**config.mk**
```make
export PLATFORM = sky130hd
export DESIGN_NAME = uart_frame_ctrl
export DESIGN_NICKNAME = d
export VERILOG_FILES = /design/src/rtl/uart_pkg.sv /design/src/rtl/uart_counter.sv /design/src/rtl/uart_frame_ctrl.sv
export SDC_FILE = /design/constraint.sdc
export NUM_CORES = 1
export LEC_CHECK = 0
export BUFFER_PORTS_ARGS = -buffer_cell sky130_fd_sc_hd__buf_2
export CORE_ASPECT_RATIO = 0.75
export CORE_MARGIN = 1.5
export CORE_UTILIZATION = 50
export CTS_BUF_LIST = sky130_fd_sc_hd__clkbuf_4
export DETAILED_ROUTE_END_ITERATION = 10
export PLACE_DENSITY = 0.66
export SYNTH_ARGS = -nofsm -noshare
export SYNTH_HDL_FRONTEND = slang
export SYNTH_HIERARCHICAL = 1
export SYNTH_SLANG_ARGS = --single-unit
```
**constraint.sdc**
```tcl
create_clock -name i_clk -period 7.7 [get_ports i_clk]
set_clock_uncertainty 0.1 [all_clocks]
set_input_delay 0.385 -clock i_clk [delete_from_list [all_inputs] [get_ports i_clk]]
set_output_delay 0.385 -clock i_clk [all_outputs]
set_load 0.01 [all_outputs]
```
**src/rtl/uart_pkg.sv**
```systemverilog
// Shared types and constants for the UART framing path.
package uart_pkg;

  localparam logic [7:0] SYNC_DEFAULT = 8'hA5;

  typedef enum logic [2:0] {
    HUNT    = 3'd0,
    ADDR    = 3'd1,
    LEN     = 3'd2,
    PAYLOAD = 3'd3,
    CHK     = 3'd4,
    FLUSH   = 3'd5
  } state_e;

  // Reject causes, available for debug taps.
  typedef enum logic [1:0] {
    NO_ERR  = 2'd0,
    LEN_ERR = 2'd1,
    CHK_ERR = 2'd2,
    TMO_ERR = 2'd3
  } err_e;

endpackage

```
**src/rtl/uart_counter.sv**
```systemverilog
// Free-running modulo-N counter with a synchronous clear and a terminal-count strobe.
module uart_counter #(
  parameter int N = 16
) (
  input  logic i_clk,
  input  logic i_rst_n,
  input  logic i_rst,
  input  logic i_ce,
  output logic o_ov
);

  localparam int W = (N > 2) ? $clog2(N) : 1;

  logic [W-1:0] cnt_q;

  // Strobe on the last count of the period.
  assign o_ov = i_ce && (cnt_q == W'(N - 1));

  // Count while enabled, wrap at N, clear on request.
  always_ff @(posedge i_clk or negedge i_rst_n) begin
    if (!i_rst_n)      cnt_q <= '0;
    else if (i_rst)    cnt_q <= '0;
    else if (i_ce)     cnt_q <= (cnt_q == W'(N - 1)) ? '0 : cnt_q + W'(1);
  end

endmodule

```
**src/rtl/uart_frame_ctrl.sv**
```systemverilog
// Frame parser: SYNC, ADDR, LEN, payload, XOR checksum; commits buffered writes on good checksum.
module uart_frame_ctrl
  import uart_pkg::*;
#(
  parameter int         F       = 50000000,
  parameter int         MAX_LEN = 16,
  parameter int         TIMEOUT = 100000,
  parameter logic [7:0] SYNC    = SYNC_DEFAULT
) (
  input  logic       i_clk,
  input  logic       i_rst_n,
  input  logic [7:0] i_data,
  input  logic       i_valid,
  output logic       o_ready,
  output logic       o_wr_en,
  output logic [7:0] o_wr_addr,
  output logic [7:0] o_wr_data,
  input  logic       i_wr_ready,
  output logic       o_frame_ok,
  output logic       o_frame_err,
  output logic       o_busy
);

  localparam int         IW        = (MAX_LEN > 1) ? $clog2(MAX_LEN) : 1;
  localparam logic [7:0] MAX_LEN_B = 8'(MAX_LEN);

  if (F <= 0)                       begin : g_bad_f   $error("F must be positive");          end
  if (MAX_LEN < 1 || MAX_LEN > 255) begin : g_bad_len $error("MAX_LEN must be 1..255");      end
  if (TIMEOUT < 2)                  begin : g_bad_tmo $error("TIMEOUT must be at least 2");  end

  state_e     state_q, state_d;
  logic [7:0] base_q, len_q, idx_q, xor_q;
  logic [7:0] pbuf_q [MAX_LEN];
  logic       wr_en_q, ok_q, err_q, busy_q;
  logic [7:0] wr_addr_q, wr_data_q;

  logic       accept, counting, tmo, last_wr;
  logic [7:0] idx_nxt;

  assign o_ready     = (state_q != FLUSH);
  assign accept      = i_valid && o_ready;
  assign counting    = (state_q == ADDR) || (state_q == LEN) ||
                       (state_q == PAYLOAD) || (state_q == CHK);
  assign idx_nxt     = idx_q + 8'd1;
  assign last_wr     = (idx_q == len_q - 8'd1);

  assign o_wr_en     = wr_en_q;
  assign o_wr_addr   = wr_addr_q;
  assign o_wr_data   = wr_data_q;
  assign o_frame_ok  = ok_q;
  assign o_frame_err = err_q;
  assign o_busy      = busy_q;

  // Inter-byte watchdog: restarts on each accepted byte, idle outside the parse states.
  uart_counter #(.N(TIMEOUT)) u_tmo (
    .i_clk   (i_clk),
    .i_rst_n (i_rst_n),
    .i_rst   (accept || !counting),
    .i_ce    (1'b1),
    .o_ov    (tmo)
  );

  // Next-state decode; an accepted byte takes priority over a coincident timeout.
  always_comb begin
    state_d = state_q;
    if (state_q == FLUSH) begin
      if (wr_en_q && i_wr_ready && last_wr) state_d = HUNT;
    end else if (accept) begin
      unique case (state_q)
        HUNT:    if (i_data == SYNC) state_d = ADDR;
        ADDR:    state_d = LEN;
        LEN: begin
          if (i_data > MAX_LEN_B)  state_d = HUNT;
          else if (i_data == 8'd0) state_d = CHK;
          else                     state_d = PAYLOAD;
        end
        PAYLOAD: if (last_wr) state_d = CHK;
        CHK:     state_d = ((i_data == xor_q) && (len_q != 8'd0)) ? FLUSH : HUNT;
        default: state_d = HUNT;
      endcase
    end else if (tmo) begin
      state_d = HUNT;
    end
  end

  // Control, checksum and write-port registers.
  always_ff @(posedge i_clk or negedge i_rst_n) begin
    if (!i_rst_n) begin
      state_q   <= HUNT;
      base_q    <= '0;
      len_q     <= '0;
      idx_q     <= '0;
      xor_q     <= '0;
      wr_en_q   <= 1'b0;
      wr_addr_q <= '0;
      wr_data_q <= '0;
      ok_q      <= 1'b0;
      err_q     <= 1'b0;
      busy_q    <= 1'b0;
    end else begin
      state_q <= state_d;
      busy_q  <= (state_d != HUNT);
      ok_q    <= 1'b0;
      err_q   <= 1'b0;
      if (accept) begin
        unique case (state_q)
          ADDR: begin
            base_q <= i_data;
            xor_q  <= i_data;
          end
          LEN: begin
            len_q <= i_data;
            xor_q <= xor_q ^ i_data;
            idx_q <= '0;
            if (i_data > MAX_LEN_B) err_q <= 1'b1;
          end
          PAYLOAD: begin
            xor_q <= xor_q ^ i_data;
            idx_q <= idx_nxt;
          end
          CHK: begin
            if (i_data != xor_q) begin
              err_q <= 1'b1;
            end else if (len_q == 8'd0) begin
              ok_q <= 1'b1;
            end else begin
              wr_en_q   <= 1'b1;
              wr_addr_q <= base_q;
              wr_data_q <= pbuf_q[0];
              idx_q     <= '0;
            end
          end
          default: ;
        endcase
      end else if (counting && tmo) begin
        err_q <= 1'b1;
      end
      if (state_q == FLUSH && wr_en_q && i_wr_ready) begin
        if (last_wr) begin
          wr_en_q <= 1'b0;
          ok_q    <= 1'b1;
        end else begin
          idx_q     <= idx_nxt;
          wr_addr_q <= base_q + idx_nxt;
          wr_data_q <= pbuf_q[idx_nxt[IW-1:0]];
        end
      end
    end
  end

  // Payload storage; contents are only meaningful after a full payload is captured.
  always_ff @(posedge i_clk) begin
    if (accept && state_q == PAYLOAD) pbuf_q[idx_q[IW-1:0]] <= i_data;
  end

endmodule
```
* Yosys cells after proc, flatten, opt, wreduce, memory -nomap -nowiden
Memories as Yosys holds them, arrays and structs flattened.
Index checks and enable logic that the tools add are counted.
** Storage, ports and cells
- Register bits after elaboration :: 72
- Memory bits (writable) :: 128
- Input bits :: 12
- Output and inout port bits :: 21
- Word-level logic and storage cells :: 103
- Memories kept :: 1
** Operators by class
- Add/subtract/negate cells :: 4
- Magnitude comparators :: 1
- Eq/ne operators :: 11
- Muxes and demuxes :: 50
- Bitwise gates (word level) :: 1
- Reductions and logical operators :: 23
** Memories
- pbuf_q :: words 16, bits a word 8, read ports 2, clocked after memory_dff 0, write ports 1, RTL line uart_frame_ctrl.sv:33 : logic [7:0] pbuf_q [MAX_LEN];
** Operators with widths (count)
- 2-to-1 mux 8 bit :: 17
- 2-to-1 mux 17 bit :: 2
- 2-to-1 mux 3 bit :: 9
- case mux 8 bit (3 select lines) :: 1
- 2-to-1 mux 1 bit :: 18
- adder 17 x 1 -> 17 bit, second input constant :: 1
- == test 17 bit, second input constant :: 1
- == test 8 bit :: 2
- zero test 8 bit :: 2
- case mux 8 bit (2 select lines) :: 1
- case mux 3 bit (5 select lines) :: 1
- adder 8 x 1 -> 8 bit, second input constant :: 1
- adder 8 bit :: 1
- == test 8 bit, second input constant :: 1
- greater-than comparator 8 x 5 -> 1 bit, second input constant :: 1
- logical AND 1 bit :: 8
- != test 8 bit :: 1
- nonzero test 8 bit :: 1
- subtractor 8 x 1 -> 8 bit, second input constant :: 1
- bitwise XOR 8 bit :: 1
- == test 3 x 2 -> 1 bit, second input constant :: 2
- == test 3 bit, second input constant :: 2
- AND reduction 2 bit :: 3
- logical OR 1 bit :: 4
- 8 further kinds :: 8

* Longest topological paths before layout
Gate-level depths: netlist of the first run.
- Depth in word-level cells :: 7
- Depth in mapped cells :: 12
- Depth with buffers taken out :: 12

* By module
The synthesis of the first run kept the hierarchy.
** Modules (own cells, without submodules)
- uart_frame_ctrl :: times used 1, cells an instance 549, area each 8209.1 um^2, seq. area each 5220.0 um^2
- uart_counter :: times used 1, cells an instance 109, area each 1042.2 um^2, seq. area each 425.4 um^2

* Least setup slack after synthesis of the first run
Ideal clock, no wire load.
- Path kind :: register -> register
- Start point :: register idx_q[0]
- End point :: register wr_data_q[0], in the netlist o_wr_data[0]
- Setup time :: 0.137 ns
- Arrival time :: 3.587 ns
- Required time :: 7.463 ns
- Path slack :: 3.876 ns
- Stages on the path, launching flop included :: 12
- Path buffers :: 5
- Clock period less this slack :: 3.824 ns
- Cells stage by stage :: dfrtp_1 -> clkbuf_1 -> buf_1 -> inv_1 -> ha_1 -> clkbuf_1 -> clkbuf_1 -> buf_1 -> mux4_2 -> mux4_2 -> nor2_1 -> a21oi_1
** On the way
- Cells in the longest elaborated chain, start to end :: 4
- Elaborated cells on any way between the ends :: 5
- Classes of those cells :: 1 x add/sub; 1 x eq/ne; 2 x mux; 1 x memory
** Ends and longest elaborated chain
- start: declaration :: RTL line uart_frame_ctrl.sv:32 : logic [7:0] base_q, len_q, idx_q, xor_q;
- start signal: assignment :: RTL line uart_frame_ctrl.sv:119 : idx_q <= idx_nxt;
- start signal: assignment :: RTL line uart_frame_ctrl.sv:143 : idx_q <= idx_nxt;
- adder 8 x 1 -> 8 bit :: RTL line uart_frame_ctrl.sv:44 : assign idx_nxt = idx_q + 8'd1;
- memory read (16 x 8 bit)
- 2-to-1 mux 8 bit (*) :: RTL line uart_frame_ctrl.sv:139 : if (last_wr) begin
- 2-to-1 mux 8 bit (*) :: RTL line uart_frame_ctrl.sv:138 : if (state_q == FLUSH && wr_en_q && i_wr_ready) begin
- end signal: assignment :: RTL line uart_frame_ctrl.sv:129 : wr_data_q <= pbuf_q[0];
- end signal: assignment :: RTL line uart_frame_ctrl.sv:145 : wr_data_q <= pbuf_q[idx_nxt[IW-1:0]];
- end: declaration :: RTL line uart_frame_ctrl.sv:35 : logic [7:0] wr_addr_q, wr_data_q;
Every way passes the cells marked *; elsewhere a longest branch is shown, timed or not.
A chain may end at the register's enable or synchronous reset.

* Worst setup path after layout of the first run
- Start point :: register idx_q[2]
- End point :: register wr_addr_q[7], in the netlist o_wr_addr[7]
** On the way
- Cells in the longest elaborated chain, start to end :: 4
- Elaborated cells on any way between the ends :: 5
- Classes of those cells :: 2 x add/sub; 1 x eq/ne; 2 x mux
** Ends and longest elaborated chain
- adder 8 x 1 -> 8 bit :: RTL line uart_frame_ctrl.sv:44
- adder 8 bit :: RTL line uart_frame_ctrl.sv:144 : wr_addr_q <= base_q + idx_nxt;
- 2-to-1 mux 8 bit (*) :: RTL line uart_frame_ctrl.sv:139
- 2-to-1 mux 8 bit (*) :: RTL line uart_frame_ctrl.sv:138
- end signal: assignment :: RTL line uart_frame_ctrl.sv:128 : wr_addr_q <= base_q;
- end signal: assignment :: RTL line uart_frame_ctrl.sv:144
- end: declaration :: RTL line uart_frame_ctrl.sv:35
Marks and branches as above.

==> results of run 1 <==
==> flip-flops by register name (all words and copies together), names as in the netlist <==
name         flops
xor_q            8
u_tmo/cnt_q     17
o_wr_en          1
idx_q            8
base_q           8
o_frame_ok       1
state_q          3
o_busy           1
len_q            8
o_wr_addr        8
o_frame_err      1
pbuf_q         128
o_wr_data        8
==> per-stage QoR <==
step / setup WS [ns] / utilization / hold slack (ns)
6_report: 4.15 / 0.560 / 0.0761
5_1_grt: 3.84 / 0.560 / 0.0529
4_1_cts: 4.15 / 0.560 / 0.0366
3_5_place_dp: 4.20 / 0.541 / 0.434
3_3_place_gp: 4.27 / 0.541 / 0.416
2_1_floorplan: 3.88 / - / -0.0106
==> synth_stat cells, drive strengths merged (3+ instances only) <==
master	number
buf	9
a22o	3
o21ai	10
mux4	40
ha	14
or3	5
nand2	50
or4	4
xor2	17
nor4	6
xnor2	30
nand3	12
mux2	15
and4	3
nand2b	6
inv	13
mux2i	16
clkbuf	19
a21oi	28
a21boi	3
edfxtp	128
o211ai	6
nor3	14
o221a	4
dfrtp	72
nor2	62
or2	3
a31oi	4
nand3b	3
nand4	12
nor4b	3
a21o	3
nor2b	4
and2	5
and3	5
==> final cells by class <==
| class | count | area [um2] |
|---|---|---|
| fillers | 1467 | 7860 |
| repair buffers | 42 | 240 |
| well taps | 242 | 303 |
| inverters | 13 | 48.8 |
| flip-flops and latches | 200 | 5650 |
| clock inverters | 15 | 204 |
| clock buffers | 17 | 128 |
| multi-input cells | 417 | 3440 |
==> path summary, 6_finish.rpt <==
| check | to | startpoint |
|---|---|---|
| worst min-delay path | o_wr_en | i_wr_ready |
| min in group asynchronous | u_tmo/cnt_q[14] | i_rst_n |
| worst max-delay path | o_wr_addr[7] | idx_q[2] |
| worst min register to register | o_wr_en | o_wr_en |
| max in group asynchronous | idx_q[0] | i_rst_n |
| worst max register to register | o_wr_addr[7] | idx_q[2] |
==> critical path, stage by stage (launching register included) <==
cell       delay [ns]
dfrtp_1          0.65
nand3_1          0.24
xor2_1           0.83
inv_1            0.16
ha_1             0.39
nand3_1          0.11
o2111ai_1        0.19
o211ai_1         0.13
xnor2_1          0.20
or3_1            0.12
or3b_1           0.34
==> logic make-up (layout without fill, tap and decap cells) <==
logic type                 after synthesis  after routing  share of synthesized area
AOI/OAI and AO/OA                       74             74                     0.0534
xor gates and xnor gates                47             47                     0.0445
adders and majority gates               15             15                     0.0211
buffers and inverters                   41             87                     0.0181
DFF                                    200            200                      0.610
muxes                                   71             71                      0.133
other                                    1              1                   0.000405
and+or+nand+nor                        209            209                      0.119
==> where the power goes <==
group,internal [mW],switching [mW]
registers,1.16,0.0165
logic,0.101,0.108
clock network,0.215,0.390
total,1.48,0.514
==> layout by cell type, fill, tap and decap left out, types with 4 or more instances in the layout <==
cell	n
edfxtp_1	128
dfrtp_1	71
nor2_1	62
nand2_1	50
mux4_2	40
buf_2	31
xnor2_1	30
a21oi_1	27
xor2_1	17
clkbuf_4	17
mux2i_1	16
mux2_2	15
ha_1	14
inv_1	13
nor3_1	13
nand4_1	12
nand3_1	11
buf_4	10
o21ai_0	9
nand2b_1	6
o211ai_1	6
or3_1	5
and3_1	5
nor2b_1	4
a31oi_1	4
nor4_1	4
and2_1	4
o221a_2	4
inv_6	4
==> timing repair <==
item / CTS / global route
endpoints found under the hold margin: 72 / 0
setup endpoints to repair: 0 / 0
hold buffers: 1 / 0
==> per-layer routing <==
metal / vias to the layer above / track usage / share of wire
li1: 2565 / - / -
met1: 2836 / 0.310 / 0.48
met2: 173 / 0.321 / 0.46
met3: 11 / 0.0439 / 0.053
met4: 0 / 0.0409 / 0.0072
met5: - / 0 / 0
==> impl_results.md, run 1 <==
- CTS buffer count: 17
- Relative slew slack: 0.333
- Reg2Reg Depth: 10
- Post-route DRC: 0
- Mapped Cells: 658
- Final Max Tran Viols: 0
- Via-to-Cell Ratio: 5.90
- Setup crit start kind: register
- Gr ovfl total: 0
- Most used flip-flop cell after synthesis: edfxtp_1
- #FFs+latches synth: 200
- Initial antenna violation count: 0
- Pin count of the biggest net entering global routing: 73
- Yosys warns: 6
- Die Area: 19,300 um2
- Starting DRT DRC Count: 514
- WL/cell: 20.1 um
- Number of top-level pins: 33
- Clock transition at path regs: 0.17 ns
- Setup TNS: 0 ns
- Critical path required time: 8.07 ns
- Post-Syn Area per Cell: 14.1 um2
- Final instance area: 10,000 um2
- Non-Filler Instances: 946
- Post-Route WL: 19,100 um
- Number of core rows: 42
- Worst slew pin tran: 0.997 ns
- WHS Path Cells: 4
- Total track usage: 0.209
- Final hold vios: 0
- Area Overhead vs Synth: 8.18%
- Critical Path End Type: register
- First-pass GRT wire length: 30,300 um
- Port buffer count: 32
- Final Setup Violations: 0
- Clk Latency, worst-skew pair: 0.57 ns
- Critical Setup Path Class: register to register
- Status: complete, no violations
- Dpl cells: 913
- Async SR Flop Fraction: 0.360
- DP HPWL: 12,500 um
- Antenna diodes: 0
- Post-synth top area share: 0.415
- Static Leak: 3.75 nW
- H-tree depth: 4
- RSZ-0062 raised after global routing: false
- Arr. time, crit path: 3.92 ns
- Die Height: 121 um
- Critical Path Fanout Max: 16
- Post-CTS setup buffers: 0
- Leading area contributor after synthesis: edfxtp_1
- Max-cap viol count: 0
- R2R setup slack: 4.15 ns
- Min Tclk post-route: 3.55 ns
- TritonRoute pass-1 iters: 5
- Clk buf depth: 2
- Mapped Area: 9250 um2
- Top cells by area, synth: edfxtp_1 (42%), dfrtp_1 (19%), mux4_2 (9.7%)
- CTS tree: yes
- PD cells: 199 nW/um2
- Register area share after synthesis: 0.610
- Gpl congestion: 0.864
- Die Wd: 160 um
- CTS resizes: 0
- Vias in the first global route: 5,454
- Share of layout cells above drive strength 1: 0.210
- Post-synth EDFFs: 128
- Core area: 17,900 um2
- ANT nets after route: 0
- Peak supply drop: 0.107 mV
- Vias: 5,585
- Total power draw: 1.99 mW
- Post-synthesis cell type count: 69
- Hold Path Class: input pin to register
- Initial core utilization: 0.518
- Syn nets: 685
- Clock Tree Root: clkbuf_4
- Final cycle utilization of the critical path: 0.462
- Nets: 718
- Placed Area: 9670 um2
- F_max: 0.281 GHz
- Clk sinks: 200
Note: power is estimated with default switching activity, not from simulation.
==> run 2, diff against run 1 <==
--- a/config.mk
+++ b/config.mk
@@ -5,13 +5,14 @@
 export SDC_FILE = /design/constraint.sdc
 export NUM_CORES = 1
 export LEC_CHECK = 0
+export ABC_AREA = 1
 export BUFFER_PORTS_ARGS = -buffer_cell sky130_fd_sc_hd__buf_2
 export CORE_ASPECT_RATIO = 0.75
 export CORE_MARGIN = 1.5
 export CORE_UTILIZATION = 50
 export CTS_BUF_LIST = sky130_fd_sc_hd__clkbuf_4
 export DETAILED_ROUTE_END_ITERATION = 10
-export PLACE_DENSITY = 0.66
+export PLACE_DENSITY = 0.65
 export SYNTH_ARGS = -nofsm -noshare
 export SYNTH_HDL_FRONTEND = slang
 export SYNTH_HIERARCHICAL = 1
==> constraint.sdc (replaced) <==
create_clock -name i_clk -period 3.5 [get_ports i_clk]
set_clock_uncertainty 0.1 [all_clocks]
set_input_delay 0.175 -clock i_clk [delete_from_list [all_inputs] [get_ports i_clk]]
set_output_delay 0.175 -clock i_clk [all_outputs]
set_load 0.01 [all_outputs]
==> impl_results.md, run 2 <==
- Status: complete, no violations (unchanged)
- Synth top cells by count: nand2_1 (172), nor2_1 (150), edfxtp_1 (128) (was edfxtp_1 (128), dfrtp_1 (72), nor2_1 (62))
- Most used flip-flop cell after synthesis: edfxtp_1 (unchanged)
- Worst Setup SP: idx_q[2] (unchanged)
- Final Max Tran Viols: 0 (unchanged)
- Most numerous cell in the Yosys netlist: nand2_1 (was edfxtp_1)
- Die Height: 124 um (was 121 um)
- DP HPWL: 15,200 um (was 12,500 um)
- RSZ-0062 raised after global routing: false (unchanged)
- Final cycle utilization of the critical path: 0.823 (was 0.462)
- Clock Tree Root: clkbuf_4 (unchanged)
- Final hold vios: 0 (unchanged)
- Worst r2r src: idx_q[2] (unchanged)
- Setup ws final: 0.621 ns (was 4.15 ns)
- Hold buffers post-CTS: 11 (was 1)
- Total power draw: 4.02 mW (was 1.99 mW)
- Initial core utilization: 0.508 (was 0.518)
- Post-synth top area share: 0.394 (was 0.415)
- Post-synth EDFFs: 128 (unchanged)
- Port buffer count: 32 (unchanged)
- Gpl congestion: 0.860 (was 0.864)
- Relative slew slack: 0.368 (was 0.333)
- Number of flip-flops in the largest register: 128 (unchanged)
- Commonest non-fill, non-tap cell in the layout: nand2_1 (was edfxtp_1)
- #FFs+latches synth: 200 (unchanged)
- Fillcell total: 1,709 (was 1,467)
- Via-to-Cell Ratio: 5.38 (was 5.90)
- Setup crit start kind: register (unchanged)
- Non-Filler Instances: 1,330 (was 946)
- Vias: 7,153 (was 5,585)
- Dpl cells: 1,287 (was 913)
- Reg2Reg Depth: 11 (was 10)
- Hold Path Class: input pin to async pin (was input pin to register)
- Hold slack: 0.157 ns (was 0.0761 ns)
- Post-CTS setup buffers: 0 (unchanged)
- Total track usage: 0.236 (was 0.209)
- Dpl ws: 0.602 ns (was 4.20 ns)
- H-tree depth: 4 (unchanged)
- Uppermost layer routed: met4 (unchanged)
- Most frequent cells in the layout: nand2_1 (172), nor2_1 (150), edfxtp_1 (128) (was edfxtp_1 (128), dfrtp_1 (71), nor2_1 (62))
- Min Tclk post-route: 2.88 ns (was 3.55 ns)
- Post-synthesis cell type count: 44 (was 69)
- Critical Path End Type: register (unchanged)
- Critical Setup Path Class: register to register (unchanged)
- Fin util: 0.556 (was 0.560)
- Vias in the first global route: 6,521 (was 5,454)
- Antenna diodes: 0 (unchanged)
- Clock transition at path regs: 0.18 ns (was 0.17 ns)
- Setup TNS: 0 ns (unchanged)
- R2R setup slack: 0.62 ns (was 4.15 ns)
- CTS resizes: 0 (unchanged)
- Static Leak: 4.37 nW (was 3.75 nW)
- Critical path required time: 3.93 ns (was 8.07 ns)
- Gr ovfl total: 0 (unchanged)
- TritonRoute pass-1 iters: 7 (was 5)
- WL met3: 1150 um (was 1000 um)
- Core area: 19,200 um2 (was 17,900 um2)
- Die Wd: 164 um (was 160 um)
- Metal-1 WL: 11,900 um (was 9210 um)
- PD cells: 376 nW/um2 (was 199 nW/um2)
- Post-Syn Area per Cell: 9.63 um2 (was 14.1 um2)
- Post-route DRC: 0 (unchanged)
- Area Overhead vs Synth: 9.45% (was 8.18%)
- Mapped Cells: 1,013 (was 658)
- CTS buffer count: 17 (unchanged)
- Number of top-level pins: 33 (unchanged)
- Clk sinks: 200 (unchanged)
- Final Setup Violations: 0 (unchanged)
- Clk buf depth: 2 (unchanged)
- Worst r2r dst: o_wr_addr[6] (was o_wr_addr[7])
- Number of core rows: 44 (was 42)
- Post-Route WL: 23,000 um (was 19,100 um)
- Mapped Area: 9760 um2 (was 9250 um2)
- F_max: 0.347 GHz (was 0.281 GHz)
- Die Area: 20,400 um2 (was 19,300 um2)
- Initial antenna violation count: 0 (unchanged)
- ANT nets after route: 0 (unchanged)
- Leading area contributor after synthesis: edfxtp_1 (unchanged)
- Met2 wire length: 9770 um (was 8700 um)
- First-pass GRT wire length: 35,600 um (was 30,300 um)
- Critical Path Fanout Max: 10 (was 16)
- Yosys warns: 6 (unchanged)
- Starting DRT DRC Count: 688 (was 514)
- Nets: 1,091 (was 718)
- Peak supply drop: 0.250 mV (was 0.107 mV)
- Placed Area: 10,200 um2 (was 9670 um2)
- WL/cell: 17.3 um (was 20.1 um)
- Worst slew pin tran: 0.944 ns (was 0.997 ns)
- Clk Latency, worst-skew pair: 0.58 ns (was 0.57 ns)
- Async SR Flop Fraction: 0.360 (unchanged)
- CTS tree: yes (unchanged)
- Max-cap viol count: 0 (unchanged)
- Pin count of the biggest net entering global routing: 73 (unchanged)
- Share of layout cells above drive strength 1: 0.130 (was 0.210)
- Arr. time, crit path: 3.31 ns (was 3.92 ns)
- Final instance area: 10,700 um2 (was 10,000 um2)
- Register area share after synthesis: 0.579 (was 0.610)
- Top cells by area, synth: edfxtp_1 (39%), dfrtp_1 (18%), nand2_1 (6.6%) (was edfxtp_1 (42%), dfrtp_1 (19%), mux4_2 (9.7%))
==> run 2: cell count changes after synthesis, moves of 40 or more <==
cell | before | now
inv_1 | 13 | 87
mux4_2 | 40 | 0
nand2_1 | 50 | 172
nand3_1 | 11 | 54
nor2_1 | 62 | 150
o21ai_0 | 9 | 102
==> run 2: power breakdown <==
group          internal (mW)  switching [mW]
registers               2.53         0.00775
logic                 0.0342          0.0900
clock network          0.471           0.884
==> run 2: how the worst max path moves through the flow <==
stage / cells after the start / endpoint / slack (ns)
global placement: 11 / o_wr_addr[6] / 0.66
finish: 11 / o_wr_addr[6] / 0.62
detailed placement: 11 / o_wr_addr[6] / 0.60
global route: 11 / o_wr_addr[6] / 0.37
CTS: 11 / o_wr_addr[6] / 0.61
floorplan: 12 / o_wr_data[4] / 0.86
==> run 2: layout make-up <==
type	count	area (um2)	area share
Tap cell	253	317	0.0296
Multi-Input combinational cell	686	3600	0.338
Sequential cell	200	5650	0.529
Clock buffer	17	128	0.0120
Inverter	96	365	0.0342
Timing Repair Buffer	63	423	0.0396
Clock inverter	15	195	0.0183
==> run 2: metal layers <==
layer / up-vias / track usage
met4: 0 / 0.0636
met1: 3423 / 0.373
li1: 3531 / -
met3: 16 / 0.0306
met5: - / 0
met2: 183 / 0.341
==> run 2: kinds of logic (layout without fill, tap and decap cells) <==
family          count (synthesis)  count (layout)  synth area share
xor+xnor                       29              29            0.0260
simple gates                  436             436             0.194
flops                         200             200             0.579
mux                             8               8           0.00821
fa+ha+maj                      15              15            0.0200
buf+inv                       131             191            0.0545
compound gates                193             193             0.118
other cells                     1               5          0.000384
==> run 2: critical path, cell delays in order (launching register included) <==
cell and delay, ns:
dfrtp_1 0.55, nand3_2 0.13, xor2_1 0.62, inv_2 0.30, ha_1 0.41, nand3_1 0.10, nand3_1 0.10, a21oi_1 0.15
o21bai_1 0.09, a21oi_1 0.14, o21ai_0 0.09, o21ai_1 0.07
